### config.mk
export PLATFORM = sky130hd
export DESIGN_NAME = vga_timing_gen
export DESIGN_NICKNAME = d
export VERILOG_FILES = /design/src/rtl/vga_timing_gen.sv
export SDC_FILE = /design/constraint.sdc
export NUM_CORES = 1
export LEC_CHECK = 0
export ABC_AREA = 1
export BUFFER_PORTS_ARGS = -buffer_cell sky130_fd_sc_hd__clkbuf_2
export CORE_MARGIN = 2
export CORE_UTILIZATION = 56
export CTS_CLUSTER_DIAMETER = 150
export DETAILED_ROUTE_END_ITERATION = 7
export PLACE_DENSITY_LB_ADDON = 0.1
export SETUP_SLACK_MARGIN = 0.4
export SLEW_MARGIN = 20
export SYNTH_ARGS = -nofsm -noshare
export SYNTH_HDL_FRONTEND = slang
export SYNTH_SLANG_ARGS = --single-unit
### constraint.sdc
create_clock -name clk -period 3 [get_ports clk]
set_input_delay 0.45 -clock clk [delete_from_list [all_inputs] [get_ports clk]]
set_output_delay 0.45 -clock clk [all_outputs]
set_load 0.02 [all_outputs]
### src/rtl/vga_timing_gen.sv
// 640x480@60 raster timing source with blanked, pin-aligned colour/sync outputs.
// Define CLK_DIV2_EN to run from a 2x clock with an internal pixel-enable toggle.
module vga_timing_gen #(
  parameter int unsigned H_ACTIVE = 640,
  parameter int unsigned H_FP     = 16,
  parameter int unsigned H_SYNC   = 96,
  parameter int unsigned H_BP     = 48,
  parameter int unsigned V_ACTIVE = 480,
  parameter int unsigned V_FP     = 10,
  parameter int unsigned V_SYNC   = 2,
  parameter int unsigned V_BP     = 33
) (
  input  logic       clk,
  input  logic       rst,
  output logic [9:0] hcount,
  output logic [9:0] vcount,
  output logic       hsync,
  output logic       vsync,
  output logic       video_on,
  output logic       frame_start,
  output logic       pix_en,
  input  logic       r_in,
  input  logic       g_in,
  input  logic       b_in,
  output logic       vga_r,
  output logic       vga_g,
  output logic       vga_b,
  output logic       vga_hs,
  output logic       vga_vs
);

  localparam int unsigned H_TOTAL = H_ACTIVE + H_FP + H_SYNC + H_BP;
  localparam int unsigned V_TOTAL = V_ACTIVE + V_FP + V_SYNC + V_BP;

  localparam logic [9:0] HLast   = 10'(H_TOTAL - 1);
  localparam logic [9:0] VLast   = 10'(V_TOTAL - 1);
  localparam logic [9:0] HAct    = 10'(H_ACTIVE);
  localparam logic [9:0] VAct    = 10'(V_ACTIVE);
  localparam logic [9:0] HsStart = 10'(H_ACTIVE + H_FP);
  localparam logic [9:0] HsEnd   = 10'(H_ACTIVE + H_FP + H_SYNC);
  localparam logic [9:0] VsStart = 10'(V_ACTIVE + V_FP);
  localparam logic [9:0] VsEnd   = 10'(V_ACTIVE + V_FP + V_SYNC);

`ifdef CLK_DIV2_EN
  logic pix_en_q, pix_en_d;

  assign pix_en_d = ~pix_en_q;

  always_ff @(posedge clk or posedge rst) begin
    if (rst) begin
      pix_en_q <= 1'b0;
    end else begin
      pix_en_q <= pix_en_d;
    end
  end

  assign pix_en = pix_en_q;
`else
  assign pix_en = 1'b1;
`endif

  logic [9:0] hcount_q, hcount_d;
  logic [9:0] vcount_q, vcount_d;
  logic       hsync_q, hsync_d;
  logic       vsync_q, vsync_d;
  logic       video_on_q, video_on_d;
  logic       frame_start_q, frame_start_d;
  logic       vga_r_q, vga_r_d;
  logic       vga_g_q, vga_g_d;
  logic       vga_b_q, vga_b_d;
  logic       vga_hs_q, vga_hs_d;
  logic       vga_vs_q, vga_vs_d;
  logic       line_end, frame_end;

  // Next-state values assume an advance; the register enable makes them hold otherwise.
  always_comb begin
    line_end  = (hcount_q == HLast);
    frame_end = line_end && (vcount_q == VLast);

    hcount_d = line_end ? 10'd0 : hcount_q + 10'd1;
    vcount_d = vcount_q;
    if (frame_end) begin
      vcount_d = 10'd0;
    end else if (line_end) begin
      vcount_d = vcount_q + 10'd1;
    end

    // Decoded from the next counters so the flags line up with hcount/vcount.
    hsync_d       = !((hcount_d >= HsStart) && (hcount_d < HsEnd));
    vsync_d       = !((vcount_d >= VsStart) && (vcount_d < VsEnd));
    video_on_d    = (hcount_d < HAct) && (vcount_d < VAct);
    frame_start_d = frame_end;

    vga_r_d  = r_in & video_on_q;
    vga_g_d  = g_in & video_on_q;
    vga_b_d  = b_in & video_on_q;
    vga_hs_d = hsync_q;
    vga_vs_d = vsync_q;
  end

  always_ff @(posedge clk or posedge rst) begin
    if (rst) begin
      hcount_q      <= 10'd0;
      vcount_q      <= 10'd0;
      hsync_q       <= 1'b1;
      vsync_q       <= 1'b1;
      video_on_q    <= 1'b1;
      frame_start_q <= 1'b0;
      vga_r_q       <= 1'b0;
      vga_g_q       <= 1'b0;
      vga_b_q       <= 1'b0;
      vga_hs_q      <= 1'b1;
      vga_vs_q      <= 1'b1;
    end else if (pix_en) begin
      hcount_q      <= hcount_d;
      vcount_q      <= vcount_d;
      hsync_q       <= hsync_d;
      vsync_q       <= vsync_d;
      video_on_q    <= video_on_d;
      frame_start_q <= frame_start_d;
      vga_r_q       <= vga_r_d;
      vga_g_q       <= vga_g_d;
      vga_b_q       <= vga_b_d;
      vga_hs_q      <= vga_hs_d;
      vga_vs_q      <= vga_vs_d;
    end
  end

  assign hcount   = hcount_q;
  assign vcount   = vcount_q;
  assign hsync    = hsync_q;
  assign vsync    = vsync_q;
  assign video_on = video_on_q;
  // The flop spans a whole pixel period; gating keeps the pulse one clk wide.
  assign frame_start = frame_start_q & pix_en;
  assign vga_r    = vga_r_q;
  assign vga_g    = vga_g_q;
  assign vga_b    = vga_b_q;
  assign vga_hs   = vga_hs_q;
  assign vga_vs   = vga_vs_q;

endmodule
==> results.txt <==
Final setup margin: 1240 ps
TritonCTS Buffers: 5
Postcts setup bufs: 0
P&R area growth vs syn: 17.2%
Root Buffer: clkbuf_4
CTS Hold Bufs: 0
CP Launch Type: flip-flop
Total Routing Usage GR: 21.3%
Fin Setup TNS: 0 ps
Layout cell share with drive strength beyond 1: 28.0%
Core Area: 0.00271 mm²
Die Ht: 57.0 µm
Port buffer count: 33
Gate Count Post-Synth: 200
Top_reg_cell synth: dfrtp_1
Wl on met1: 1340 µm
Register area share after synthesis: 46.5%
DR vias/cell: 5.06
RSZ-0062 raised after global routing: false
WL met3: 158 µm
Dpl ws: 1260 ps
Ys async rst share: 100%
Status: complete, no violations
Final Cycle Share: 58.6%
Number of global-route vias before repair: 1,268
Die W: 57.0 µm
Ys Warns: 0
Avg Cell Area, Syn: 7.87 µm²
Antenna diode instance count: 0
Synth top area share: 38.2%
Most frequent cells after synthesis: 57 x nand2_1, 33 x inv_1, 24 x dfrtp_1
Worst-margin pin slew: 588 ps
Final #Nets: 247
Critical Path AT: 2010 ps
Leakage power: 1.02 nW
Register-to-Register Path Depth: 11
EDFF count, synth: 0
Slew margin rel.: 60.8%
Synth area leaders: dfrtp_1 38%, nand2_1 14%, dfstp_2 8.3%
Clock transition at the registers of the reported paths: 90 ps
Synth Area in XOR/XNOR: 2.23%
Largest family of logic cells by synthesized area: simple AND/OR/NAND/NOR gates
Hold Crit Class: input port to async pin
WL final: 3210 µm
Initial core utilization: 58.1%
Pwr dens: 401 mW/mm²
Sequential cell area: 732 µm²
Max layer used: met4
Row count: 19
Routability cong.: 0.842
Fmax: 0.569 GHz
Syn Nets: 209
Antenna Nets Post-Route: 0
Met2 wire len: 1660 µm
Initial antenna violation count: 0
Critical setup path kind: flip-flop to flip-flop
VDD IR max: 0.421 mV
Slew Limit Fails: 0
Post-synthesis adder-cell area fraction: 3.18%
Complex-gate fraction of the synthesized area: 4.21%
Area of the die: 0.00325 mm²
CTS tree: yes
Yosys reg bits: 29
Detail Placement HPWL: 2400 µm
Tmin final: 1760 ps
PostCTS Resize Cnt: 0
Clk_lat worst skew: 320 ps
Final Hold Vio Count: 0
Pin count of the biggest net entering global routing: 30
CTS Sinks: 29
Final setup viols: 0
Mux cell area share after synthesis: 0%
First-pass GRT wire length: 5290 µm
Deepest clock path buffer count: 2
Max Cap Violations: 0
Area occupied by multi-input gates: 696 µm²
Residual DRC: 0
Count leader, synth: nand2_1
Crit-path max FO: 9
Worst endpoint required time: 3260 ps
H-tree depth: 2
Simple-Gate Fraction of Synth Area: 34.3%
Iteration count of the initial detailed-routing pass: 4
IO Pins: 35
Post-Synthesis Cell Area: 0.00157 mm²
Initial drt markers: 41
WL/cell: 11.9 µm
Distinct cell type count after synthesis: 28
Setup Skew: 8.44 ps
Cell accounting for the most synthesized area: dfrtp_1
Via count: 1,365
Filler Cell Count: 227
CP endpoint kind: flip-flop
Total gr overflow: 0
cell usage in the layout, fill, tap and decap left out, types with 2 or more instances in the layout:
cell type,count
nand2_1,57
clkbuf_2,33
inv_1,32
dfrtp_1,24
nor2_1,19
nand3_1,14
o21ai_0,7
nand2_2,6
nor2_2,5
clkbuf_4,5
dfstp_2,5
nand4_1,4
ha_1,4
xor2_1,3
nor2_4,2
a21oi_1,2
or2_2,2
inv_2,2
flip-flops by register name (all words and copies together) (netlist names):
register and count:
vga_g 1, vga_r 1, hsync 1, video_on 1, vga_hs 1, vga_vs 1
vga_b 1, vcount 10, frame_start 1, vsync 1, hcount 10
stage by stage:
step	cell area [µm²]	total power, W	utilization [%]	instances	hold slack [ps]
CTS	1840	0.000752	68.1	270	302
global route	1840	0.000764	68.1	270	205
finish	1840	0.000740	68.1	270	164
detailed placement	1760	0.000419	64.9	262	359
global placement	1760	0.000418	64.9	262	355
floorplan	1570	0.000413	-	200	401
power by group:
| group | internal, W | leakage (nW) | total [W] | switching, W |
|---|---|---|---|---|
| logic | 0.00000405 | 0.606 | 0.0000173 | 0.0000133 |
| clock network | 0.000199 | 0.0455 | 0.000329 | 0.000130 |
| registers | 0.000393 | 0.367 | 0.000393 | 0.000000509 |
metal layers:
metal  track usage [%]  vias up
li1                  -      685
met1              24.1      641
met2              37.4       34
met3              6.35        5
met4              8.97        0
met5                 0        -
area by class of cell:
type                       instances  area share [%]
timing repair buffer              33            8.96
clock buffer                       7            2.99
inverter                          34            6.92
clock inverter                     1            1.63
sequential                        29            39.7
multi-input combinational        135            37.7
tap                               31            2.10
critical path, stage by stage, from the launching register on:
cell and delay (ps):
dfrtp_1 420, ha_1 180, nand2_1 80, inv_1 110, nand2_2 100, nor2_4 140
nand2_4 140, nand2_1 80, a21boi_1 200, nand2_1 80, nor2_1 100, nand2_1 60
path summary, 6_finish.rpt:
kind                           start         to  slack, ps
max in group asynchronous        rst  vcount[0]       2440
hold / removal                   rst  hcount[9]        160
min in group clk                b_in      vga_b        320
hold reg to reg                vsync     vga_vs        370
setup reg to reg           hcount[0]      vsync       1240
setup / recovery           hcount[0]      vsync       1240
cell families after synthesis:
family	count (synthesis)
XOR/XNOR	4
AO/OA/AOI/OAI	12
AND/OR/NAND/NOR	114
buffers and inverters	36
adder cells (fa/ha/maj)	4
flip-flops	29
other	1
Note: power is estimated with default switching activity, not from simulation.
